`config.mk`:
```
export PLATFORM = sky130hd
export DESIGN_NAME = bp_ctrl_unit
export DESIGN_NICKNAME = d
export VERILOG_FILES = /design/src/rtl/bp_ctrl_unit_pkg.sv /design/src/rtl/bp_sat_counter.sv /design/src/rtl/bp_ctrl_unit.sv
export SDC_FILE = /design/constraint.sdc
export NUM_CORES = 1
export LEC_CHECK = 0
export ABC_AREA = 1
export CORE_UTILIZATION = 35
export DETAILED_ROUTE_END_ITERATION = 7
export PLACE_DENSITY_LB_ADDON = 0.05
export SYNTH_ARGS = -nofsm -noshare
export SYNTH_HDL_FRONTEND = slang
export SYNTH_HIERARCHICAL = 1
export SYNTH_SLANG_ARGS = --single-unit
```
`constraint.sdc`:
```
create_clock -name clk -period 4.8 [get_ports clk]
set_input_delay 0.96 -clock clk [delete_from_list [all_inputs] [get_ports clk]]
set_output_delay 0.96 -clock clk [all_outputs]
set_load 0.02 [all_outputs]
```
`src/rtl/bp_ctrl_unit_pkg.sv`:
```
// Shared opcode constants, counter type and PC-to-index helper for the branch predictor.
package bp_ctrl_unit_pkg;

  localparam int unsigned BP_CNT_W    = 2;
  localparam int unsigned BP_PC_MAX_W = 64;

  // Base opcodes shared with the ID-stage decoder
  localparam logic [6:0] OP_LOAD  = 7'b0000011;
  localparam logic [6:0] OP_I     = 7'b0010011;
  localparam logic [6:0] OP_AUIPC = 7'b0010111;
  localparam logic [6:0] OP_S     = 7'b0100011;
  localparam logic [6:0] OP_R     = 7'b0110011;
  localparam logic [6:0] OP_LUI   = 7'b0110111;
  localparam logic [6:0] OP_B     = 7'b1100011;
  localparam logic [6:0] JALR     = 7'b1100111;
  localparam logic [6:0] JAL      = 7'b1101111;

  typedef logic [BP_CNT_W-1:0] bp_cnt_t;

  // Word address of a PC; callers truncate to their own index width
  function automatic logic [BP_PC_MAX_W-1:0] bp_pc_word(input logic [BP_PC_MAX_W-1:0] pc);
    return pc >> 2;
  endfunction

endpackage

```
`src/rtl/bp_sat_counter.sv`:
```
// One BHT entry: saturating up/down counter with enable and synchronous reset.
module bp_sat_counter #(
  parameter int unsigned CNT_W    = 2,
  parameter int unsigned INIT_CNT = 1
) (
  input  logic             clk,
  input  logic             rst_n,
  input  logic             i_en,
  input  logic             i_inc,
  output logic [CNT_W-1:0] o_cnt
);

  localparam logic [CNT_W-1:0] CNT_MAX = '1;

  logic [CNT_W-1:0] r_cnt;

  // Count toward the resolved direction, holding at either rail
  always_ff @(posedge clk) begin
    if (!rst_n) begin
      r_cnt <= CNT_W'(INIT_CNT);
    end else if (i_en) begin
      if (i_inc && (r_cnt != CNT_MAX)) begin
        r_cnt <= r_cnt + CNT_W'(1);
      end else if (!i_inc && (r_cnt != '0)) begin
        r_cnt <= r_cnt - CNT_W'(1);
      end
    end
  end

  assign o_cnt = r_cnt;

endmodule

```
`src/rtl/bp_ctrl_unit.sv`:
```
// ID-stage branch predictor: direct-mapped BHT, EX-stage training, flush and statistics.
module bp_ctrl_unit
  import bp_ctrl_unit_pkg::*;
#(
  parameter int unsigned PC_W     = 32,
  parameter int unsigned IDX_W    = 6,
  parameter int unsigned CNT_W    = BP_CNT_W,
  parameter int unsigned INIT_CNT = 1,
  parameter int unsigned STAT_W   = 32
) (
  input  logic              clk,
  input  logic              rst_n,
  input  logic              stall,
  input  logic              id_valid,
  input  logic [6:0]        id_opcode,
  input  logic [PC_W-1:0]   id_pc,
  output logic              bp_id,
  input  logic              ex_valid,
  input  logic              ex_is_cond,
  input  logic [PC_W-1:0]   ex_pc,
  input  logic              ex_taken,
  input  logic              ex_pred,
  output logic              flush,
  output logic [STAT_W-1:0] stat_branches,
  output logic [STAT_W-1:0] stat_mispred
);

  localparam int unsigned NUM_ENT = 2 ** IDX_W;

  logic [IDX_W-1:0]  w_id_idx;
  logic [IDX_W-1:0]  w_ex_idx;
  logic              w_update;
  logic              w_mispred;
  logic [CNT_W-1:0]  w_cnt [NUM_ENT];
  logic [STAT_W-1:0] r_stat_branches;
  logic [STAT_W-1:0] r_stat_mispred;

  assign w_id_idx  = IDX_W'(bp_pc_word(BP_PC_MAX_W'(id_pc)));
  assign w_ex_idx  = IDX_W'(bp_pc_word(BP_PC_MAX_W'(ex_pc)));
  assign w_update  = ex_valid & ex_is_cond;
  assign w_mispred = w_update & (ex_taken != ex_pred);

  // Counter table; only the entry selected by the EX PC is trained
  for (genvar g = 0; g < NUM_ENT; g++) begin : g_bht
    bp_sat_counter #(
      .CNT_W    (CNT_W),
      .INIT_CNT (INIT_CNT)
    ) u_cnt (
      .clk   (clk),
      .rst_n (rst_n),
      .i_en  (w_update && (w_ex_idx == IDX_W'(g))),
      .i_inc (ex_taken),
      .o_cnt (w_cnt[g])
    );
  end

  // Opcode-based prediction; conditional branches read the table without bypass
  always_comb begin
    bp_id = 1'b0;
    if (rst_n && !stall && id_valid) begin
      case (id_opcode)
        OP_B:    bp_id = w_cnt[w_id_idx][CNT_W-1];
        JAL:     bp_id = 1'b1;
        default: bp_id = 1'b0;
      endcase
    end
  end

  assign flush = rst_n & w_mispred;

  // Resolution and mispredict counters, wrapping naturally
  always_ff @(posedge clk) begin
    if (!rst_n) begin
      r_stat_branches <= '0;
      r_stat_mispred  <= '0;
    end else begin
      if (w_update) begin
        r_stat_branches <= r_stat_branches + STAT_W'(1);
      end
      if (w_mispred) begin
        r_stat_mispred <= r_stat_mispred + STAT_W'(1);
      end
    end
  end

  assign stat_branches = r_stat_branches;
  assign stat_mispred  = r_stat_mispred;

endmodule

```
==> results of run 1 <==
-- how the worst max path moves through the flow --
stage | start | endpoint | slack (ns) | depth (start not counted)
3_3_place_gp | id_pc[2] | bp_id | 0.36 | 13
4_1_cts | id_pc[2] | bp_id | 0.36 | 13
6_report | id_pc[2] | bp_id | 0.39 | 13
2_1_floorplan | id_pc[2] | bp_id | 1.50 | 13
5_1_grt | id_pc[2] | bp_id | 0.18 | 14
3_5_place_dp | id_pc[2] | bp_id | 0.37 | 13
-- through the flow --
step / setup slack [ns] / instance area (um2)
5_1_grt: 0.1843 / 12960
6_report: 0.3899 / 12960
2_1_floorplan: 1.497 / 10980
4_1_cts: 0.3583 / 12960
3_5_place_dp: 0.3656 / 12380
3_3_place_gp: 0.3629 / 12380
-- per-layer routing --
metal	GRT usage [%]	up-vias
met5	0	-
met4	6.197	0
met3	2.523	27
met2	30.42	127
met1	26.90	4838
li1	-	6058
-- where the power goes --
part,internal (uW),switching (uW),leakage [uW]
registers,1600,8.30,0.00155
clock network,740,698,0.000269
logic,66.1,146,0.00391
total,2400,852,0.00573
-- worst register-to-register path, delay by kind of cell (launching register included) --
kind | cells | cell delay, ns
adders and majority gates | 1 | 0.22
AOI/OAI and AO/OA | 2 | 0.21
DFF | 1 | 0.39
and+or+nand+nor | 9 | 1.11
-- layout by cell type, fill, tap and decap left out, drive strengths merged --
master         Yosys  final
nor3b              5      5
o21ai             95     95
a21oi             40     40
dfxtp            192    192
clkinv             1      4
nand2            646    646
o21a               4      4
a221oi             1      1
clkdlybuf4s50      0     90
and3               2      2
nand3            143    143
clkinvlp           0      4
nor4               5      5
bufinv             0      1
xor2               5      5
xnor2              4      4
nand4             17     17
nand3b             2      2
nor2             400    400
a211oi             3      3
clkbuf            19     19
ha                 2      2
nor3              34     34
buf                5     11
inv              276    281
-- kinds of logic after synthesis --
kind of cell	count (synthesis)	synth area share (%)
xor gates and xnor gates	9	0.7177
and+or+nand+nor	1254	46.83
DFF	192	35.00
buffers and inverters	301	10.45
AOI/OAI and AO/OA	143	6.778
adders and majority gates	2	0.2278
-- registers in the layout, indices dropped and copies added, names as in the netlist --
name               cells
g_bht.u_cnt/o_cnt    128
stat_branches         32
stat_mispred          32
-- cell type report --
class                           count  area, um2
Inverter                          277       1045
Clock inverter                     13      128.9
Fill cell                        3415      17790
Sequential cell                   192       3844
Timing Repair Buffer              101       1008
Clock buffer                       19      442.9
Tap cell                          396      495.5
Multi-Input combinational cell   1408       5992
==> metrics list, run 1 <==
* Seq/Total Area, Yosys: 35.00%
- After floorplanning, the core was sized to cover 30750 um2.
* Share of final-layout standard cells stronger than drive strength 1: 3.284%
* Number of H-tree branching levels: 4
- For this design, the sink count on the clock tree is 192.
* Latest clock arrival within the worst-skew pair: 0.46 ns
- For this run, the leading register cell type out of synthesis is dfxtp_1.
* Clock Skews: 0.009027 ns
* Time the worst path needs with I/O delays and setup: 4.410 ns
* Endpoint type of the worst setup path: primary output
- Total half-perimeter wirelength after legalization and detailed placement: 20.56 mm
* Leakage power total: 0.005728 uW
- In this run the deepest clock path goes through 2 buffers.
- The final count of hold timing violations came to 0.
- Synthesized area divided by synthesized cell count: 5.778 um2
* Total global routing track utilization: 19.25%
* Worst Path Max Fanout: 32
- The area growth from synthesis to layout is 17.97%.
- At the pin with the least slew margin, the transition time is 1.034 ns.
- Counting flops and latches in the post-synthesis netlist gives 192.
- Wire length on met2: 13.08 mm
* Top-Level Pins: 145
* Logic depth of the worst register-to-register path: 12
- CTS-repair resized insts: 0
- Pre-Repair DR Iteration Count: 7
* Status: finished, violations left
* Setup repair after global routing missed its margin: no
- By startpoint and endpoint, the worst setup path is classified as input pin to primary output.
- Net count of the mapped netlist: 1982
- Cells fill 42.13% of the core in the end.
- TNS Setup: 0 ns
- STA classifies the critical path startpoint as an input pin.
- Port bufs: 92
- For this configuration, the core starts out at a cell density of 35.72%.
- The cell sitting at the root of the clock tree is a clkbuf_16.
- Crit share post-route: 91.88%
- The slowest stage of the critical path is the clkdlybuf4s50_1 cell.
- Yosys printed 6 warnings.
* Portion of synthesized cell area occupied by the leading cell type: 35.00%
- After technology mapping, the gate count stands at 1901.
- Across the run, the number of max-cap violations was 0.
* CP Buf/Inv Count: 3
- Routed wire per std cell: 12.41 um
- Wires add up to 29.86 mm.
- The congestion estimate from routability-driven global placement came to 0.8200.
- Across the VDD grid, the largest voltage drop is 0.0002374 V.
- Start point of the worst min-delay path: stat_branches[31]
- Share of flip-flops with an asynchronous set or reset after synthesis: 0%
- Number of enable-type register cells in the synthesized netlist: 0
- Rows: 64
- Cell types with the highest counts after synthesis: 641 x nand2_1, 390 x nor2_1, 274 x inv_1
- Destination of the worst register-to-register timing path: stat_branches[30]
* Via count of the first global-routing pass: 9721
- Yosys top cell by area: dfxtp_1
- Data required time of the critical path: 3.84 ns
- Total routed wire length on the met1 layer: 15.50 mm
* Failing checks: design-rule violations
- Worst Hold Path Cells: 2
- For this run, design rule violations remaining after detail routing come to 8.
- Met3 routed WL: 811 um
* Reg-to-reg critical path startpoint: stat_branches[1]
* Wire length of the first global-routing pass: 48.49 mm
- In this run, post-CTS hold repair placed 0 buffers.
- Cell area after technology mapping: 10980 um2
- TritonCTS built the clock tree.
* DIE AREA: 32090 um2
* Max-slew violation count: 0
- Across all layers, the routed design uses 11050 vias.
* Achievable clock frequency: 0.2268 GHz
* Chip height: 179.1 um
- For hold timing, the worst endpoint is stat_branches[31].
- 0 antenna diodes ended up in the layout.
- Clk pin slew, worst setup/hold paths: 0.07 ns
* Arrival time at the worst endpoint: 3.45 ns
* Endpoints failing setup: 0
- The number of antenna violations at the first check in global routing is 0.
- Clock buffers created by TritonCTS: 17
- Type of the worst min-delay path: flop to flop
- Including well taps, the total number of placed cells is 2374.
- Cell seen most often among critical-path stages: nand2_1
* Largest stage delay on the critical path: 0.62 ns
- The die is 179.1 um wide.
- Count of buffers added by post-CTS timing repair for setup: 0
* Vias per inst: 4.593
- Initial drt markers: 711
- Tot Pwr: 3257 uW
* DR top layer: met4
- Headroom to the max-slew limit came out at 31.07%.
* Smallest hold slack: 0.4723 ns
- The netlist uses 36 different library cells.
* Power Dens Cells: 251.4 nW/um2
- Overflow left after global routing: 0
- Series of cell instances along the critical path: clkdlybuf4s50_1, buf_4, nand2_1, nand3_1, nand3_1, nand2_1, nand2_1, nand3_1, nand3b_1, nand2_1, nand2_1, a21oi_1, clkdlybuf4s50_1
* Maximum number of pins on one net before global-route repair: 193
- Worst setup slack for register-to-register paths: 2.76 ns
- Antenna-violating nets left: 0
- Most common cell in the netlist: nand2_1
- In the final design database the tool counted 2078 nets.
- Leading cell types by total area after synthesis: dfxtp_1 35%, nand2_1 22%, nor2_1 13%, inv_1 9.4%, nand3_1 6.4%
- Among cell families on the critical path, the largest total delay comes from buffers and inverters.
* Final instance count without filler cells: 2406
Power figures use the tool's default switching activity.
==> inputs of run 2 (changes only) <==
--- a/config.mk
+++ b/config.mk
@@ -6,7 +6,9 @@
 export NUM_CORES = 1
 export LEC_CHECK = 0
 export ABC_AREA = 1
-export CORE_UTILIZATION = 35
+export CELL_PAD_IN_SITES_DETAIL_PLACEMENT = 0
+export CELL_PAD_IN_SITES_GLOBAL_PLACEMENT = 2
+export CORE_UTILIZATION = 31
 export DETAILED_ROUTE_END_ITERATION = 7
 export PLACE_DENSITY_LB_ADDON = 0.05
 export SYNTH_ARGS = -nofsm -noshare
==> metrics list, run 2 (synthesis results as in run 1) <==
* Clock Skews: 0.01148 ns
* Final RePlAce weighted congestion: 0.8254
- Maximum number of pins on one net before global-route repair: 165
* Worst Path Max Fanout: 20
* Type of the worst min-delay path: flop to flop
* Arrival time at the worst endpoint: 3.35 ns
- Vias after detailed routing: 11010
* Total half-perimeter wirelength after legalization and detailed placement: 22.12 mm
- Port bufs: 92
* Power Dens Cells: 252.1 nW/um2
* Hold violation count in the final report: 0
* Count of nets after finishing: 2082
* IR Drop Worst-Case VDD: 0.0002651 V
- Sink Count: 192
- Max Cap Violations: 0
- Share of final-layout standard cells stronger than drive strength 1: 3.476%
* Placed Area: 12480 um2
- Antenna violations before repair: 0
* Initial Utilization: 31.64%
- Achievable clock frequency: 0.2321 GHz
- 145 I/O pins were placed.
- The run finished with clean final reports.
- Area of all placed cells without fillers: 13050 um2
* Wire length of the first global-routing pass: 53.05 mm
- Relative slew slack: 26.98%
* Startpoint-to-endpoint class of the critical path: input pin to primary output
* DIE AREA: 36190 um2
* Time the worst path needs with I/O delays and setup: 4.309 ns
- Kind of launch point of the worst setup path: input pin
- Area delta synth->final: 18.84%
* Total global routing track utilization: 18.59%
* Number of H-tree branching levels: 4
* Commonest cells after routing, fill and taps aside: 641 x nand2_1, 390 x nor2_1, 274 x inv_1
- Fill cell instance count of the final layout: 3868
- Routed wire per std cell: 12.96 um
- Setup repair after global routing left no endpoint under its margin.
- Buffers inserted during clock tree synthesis total 17.
- Flip-flop count of the largest register, all copies and words added: 128
- Final core utilization: 37.60%
- The floorplan step set the die height to 190.2 um.
- No sink is reached through more buffers than the 2 on the longest clock path.
* Count of buffers added by post-CTS timing repair for setup: 0
* CTS Root Buffer Type: clkbuf_16
* Slack of the critical path: 0.4908 ns
* Max-slew violation count: 0
- The die is 190.2 um wide.
- Data on the critical path is required at its endpoint by 3.84 ns.
- Endpoints failing setup: 0
- After the first detailed-routing iteration, the DRC count stood at 581.
- Measured slew at the worst slew-check pin: 1.093 ns
- TritonCTS clock tree: yes
* Pre-Repair DR Iteration Count: 4
- Final Routed Wirelength: 32.00 mm
* Pre-CTS WS: 0.3830 ns
- The worst path uses 89.78% of the clock period.
- Latest clock arrival within the worst-skew pair: 0.46 ns
- Vias per inst: 4.461
- The number of hold buffers added after CTS was 0.
- The via count of the first global-routing pass came to 10280.
- Clk pin slew, worst setup/hold paths: 0.08 ns
- Leakage power total: 0.005756 uW
- Row generation in the floorplan step produced 68 rows.
- The total area inside the core boundary comes to 34710 um2.
- After clock tree synthesis, the repair step resized 0 gates.
- Antenna-violating nets left: 0
* Overflow left after global routing: 0
* Drc violations: 0
- STA classifies the critical path endpoint as a primary output.
- Most common library cell in the layout ignoring fill and taps: nand2_1
- After routing, the total negative slack on setup checks comes to 0 ns.
- Number of inserted diodes: 0
## run 2: cell types whose count changed in the layout (fill, tap and decap cells not counted)
cell	previous run	this run
buf_12	2	1
buf_4	9	13
buf_6	0	1
clkbuf_8	1	0
clkinvlp_4	4	1
inv_6	5	8
inv_8	1	2
## run 2: final timing paths
check                           cells after the start           endpoint  slack (ns)         startpoint
worst max-delay path                               13              bp_id        0.49           id_pc[2]
worst min-delay path                                2  stat_branches[31]        0.46  stat_branches[31]
worst max register to register                     12  stat_branches[30]        2.78   stat_branches[1]
worst min register to register                      2  stat_branches[31]        0.46  stat_branches[31]
## run 2: area by class of cell
type | count | area [um2] | area share (%)
clock buffer | 18 | 429.2 | 3.288
inverter | 277 | 1045 | 8.004
sequential | 192 | 3844 | 29.45
clock inverter | 14 | 143.9 | 1.102
timing repair buffer | 105 | 1030 | 7.889
tap | 455 | 569.3 | 4.362
multi-input combinational | 1408 | 5992 | 45.91
## run 2: worst max-delay path: stages
cell and delay (ns):
clkdlybuf4s50_1 0.53, buf_4 0.28, nand2_1 0.08, nand3_1 0.09, nand3_1 0.11, nand2_1 0.08
nand2_1 0.06, nand3_1 0.09, nand3b_1 0.08, nand2_1 0.15, nand2_1 0.08, a21oi_1 0.13
clkdlybuf4s50_1 0.62
## run 2: per-layer routing
layer,wire (um),GRT usage [%]
met5,0,0
met4,348,4.462
met3,1271,4.012
met2,14140,30.39
met1,16240,24.78
## run 2: per-stage QoR
stage                     instances  hold WS, ns  power (uW)
final                          2469       0.4647        3291
after global routing           2469       0.4943        3453
after CTS                      2469       0.4673        3360
after detailed placement       2437       0.4557        1868
after global placement         2437       0.4554        1868
after floorplan                1901       0.4811        1746
## run 2: where the power goes
part / internal, uW / total [uW] / leakage [uW] / switching, uW
Clock: 736 / 1470 / 0.000281 / 730
Sequential: 1600 / 1610 / 0.00155 / 8.33
Combinational: 67.7 / 218 / 0.00393 / 150
==> inputs of run 3 (changes only) <==
--- a/config.mk
+++ b/config.mk
@@ -6,10 +6,12 @@
 export NUM_CORES = 1
 export LEC_CHECK = 0
 export ABC_AREA = 1
+export CAP_MARGIN = 20
 export CELL_PAD_IN_SITES_DETAIL_PLACEMENT = 0
 export CELL_PAD_IN_SITES_GLOBAL_PLACEMENT = 2
 export CORE_UTILIZATION = 31
 export DETAILED_ROUTE_END_ITERATION = 7
+export HOLD_SLACK_MARGIN = 0.12
 export PLACE_DENSITY_LB_ADDON = 0.05
 export SYNTH_ARGS = -nofsm -noshare
 export SYNTH_HDL_FRONTEND = slang
==> constraint.sdc (replaced) <==
create_clock -name clk -period 4.8 [get_ports clk]
set_input_delay 0.96 -clock clk [delete_from_list [all_inputs] [get_ports clk]]
set_output_delay 0.96 -clock clk [all_outputs]
set_load 0.05 [all_outputs]
==> metrics list, run 3 (synthesis results as in run 1) <==
- The total area inside the core boundary comes to 34710 um2.
- Leaving out fill and tap cells, the most frequent cell in the layout is nand2_1.
- The count of buffers added on input and output ports is 92.
- Achievable clock frequency: 0.2429 GHz
- The net count of the finished layout is 2079.
- Counting the buffers created by CTS gives 17.
- Pre-CTS WS: 0.6132 ns
- The worst setup path is launched from an input pin.
- Maximum number of pins on one net before global-route repair: 99
- Clock Skews: 0.01135 ns
* Final instance count without filler cells: 2463
- The internal portion of the total power is 2542 uW.
- Leakage power total: 0.005754 uW
- Max Cap Violations: 0
- Relative slew slack: 25.44%
* Total half-perimeter wirelength after legalization and detailed placement: 22.38 mm
- Max-slew violation count: 0
- Switching power: 839.0 uW
- Type of the worst min-delay path: flop to flop
- Summing over every cut layer, the via total after detailed routing is 11120.
- Summing all non-filler instances in the final layout gives an area of 13060 um2.
- The initialized floorplan defines 68 standard-cell rows.
* Share of total power in the clock network: 45.9%
- The floorplan step defined a die boundary enclosing 36190 um2.
- Total instance count after detailed placement: 2434
- Setup repair after global routing left no endpoint under its margin.
- Time the worst path needs with I/O delays and setup: 4.117 ns
- Maximum buffer depth of the clock tree: 2
- Measured along the y axis, the die boundary spans 190.2 um.
- Clk pin slew, worst setup/hold paths: 0.07 ns
- Fill cell instance count of the final layout: 3882
- The register with the most flip-flops in the layout has 128 of them.
- Arrival time at the worst endpoint: 3.16 ns
- Count of buffers added by post-CTS timing repair for setup: 0
- Sink Count: 192
- Antenna violations before repair: 0
- The first global-routing pass estimated 53.16 mm of wire.
- Number of inserted diodes: 0
- For the pin with the worst max-slew slack, the measured transition is 1.116 ns.
- Total global routing track utilization: 18.71%
- Fraction of power spent switching nets: 24.82%
- Routed wire per std cell: 13.11 um
- Status: finished clean
- TNS Setup: 0 ns
* Via count of the first global-routing pass: 10240
- Pre-Repair DR Iteration Count: 7
* Drc violations: 0
* Endpoint type of the worst setup path: primary output
- Antenna-violating nets left: 0
- The total overflow left after global routing is 0.
* Power Dens Cells: 258.9 nW/um2
- Chip width: 190.2 um
- At the worst endpoint, the required time is 3.84 ns.
- Vias per inst: 4.516
- In this run the worst path has a maximum fanout of 31.
- CTS Root Buffer Type: clkbuf_16
- Final RePlAce weighted congestion: 0.7974
- 145 I/O pins were placed.
- After clock tree synthesis, the repair step resized 0 gates.
- Number of H-tree branching levels: 4
- Placed Area: 12450 um2
- Share of final-layout standard cells stronger than drive strength 1: 3.287%
- Of the total power, registers draw 47.5%.
- IR analysis of the VDD net gives a maximum drop of 0.0002483 V.
- After the first detailed-routing iteration, the DRC count stood at 635.
* Area delta synth->final: 18.89%
- Setup violations remaining at the end of the flow were counted as 0.
- The worst path meets setup with 0.6826 ns of slack.
- TritonCTS clock tree: yes
- In the layout the commonest cells are 641 x nand2_1, 390 x nor2_1, 274 x inv_1.
- Quantity of hold-fixing buffers added after cts: 0
- Final Routed Wirelength: 32.29 mm
- Tot Pwr: 3381 uW
- The critical path is of the input pin to primary output type.
* Gate power share: 6.6%
* Hold violation count in the final report: 0
* Initial Utilization: 31.64%
* Crit share post-route: 85.78%
- Latest clock arrival within the worst-skew pair: 0.46 ns
[run 3: final timing paths]
| kind | end | slack, ns | from | cells after the start |
|---|---|---|---|---|
| max | bp_id | 0.68 | id_pc[2] | 13 |
| min | stat_branches[31] | 0.47 | stat_branches[31] | 2 |
| max reg2reg | stat_branches[26] | 2.78 | stat_branches[1] | 12 |
| min reg2reg | stat_branches[31] | 0.47 | stat_branches[31] | 2 |
[run 3: layout make-up]
class / instances / area (um2) / area share [%]
tap: 455 / 569.3 / 4.360
multi-input combinational: 1408 / 5992 / 45.89
timing repair buffer: 102 / 1002 / 7.675
inverter: 277 / 1045 / 8.001
clock buffer: 19 / 442.9 / 3.392
sequential: 192 / 3844 / 29.44
clock inverter: 10 / 162.7 / 1.246
[run 3: worst max-delay path: stages]
cell and delay (ns):
clkdlybuf4s50_1 0.51, buf_4 0.36, nand2_1 0.09, nand3_1 0.10
nand3_1 0.13, nand2_1 0.13, nand2_1 0.06, nand3_1 0.07
nand3_1 0.07, nand2_1 0.19, nand2_1 0.08, a21oi_1 0.24
buf_12 0.17
[run 3: power groups by stage]
stage	Combinational, uW	Sequential [uW]	Clock, uW
after global placement	226	1640	0
final	223	1610	1550
after detailed placement	227	1640	0
after CTS	228	1610	1610
after floorplan	102	1650	0
after global routing	254	1610	1670
[run 3: per-stage QoR]
step                      utilization (%)  hold WS [ns]
after floorplan                         -        0.4811
after global placement              35.87        0.4622
after detailed placement            35.87        0.4608
after CTS                           37.62        0.4715
after global routing                37.62        0.4927
final                               37.62        0.4663
[run 3: layer usage]
| layer | global-route usage (%) | part of all wire, % | vias to the layer above |
|---|---|---|---|
| met4 | 3.600 | 0.72 | 0 |
| met2 | 30.46 | 44 | 131 |
| li1 | - | - | 6051 |
| met5 | 0 | 0 | - |
| met3 | 3.901 | 3.8 | 12 |
| met1 | 25.47 | 51 | 4930 |
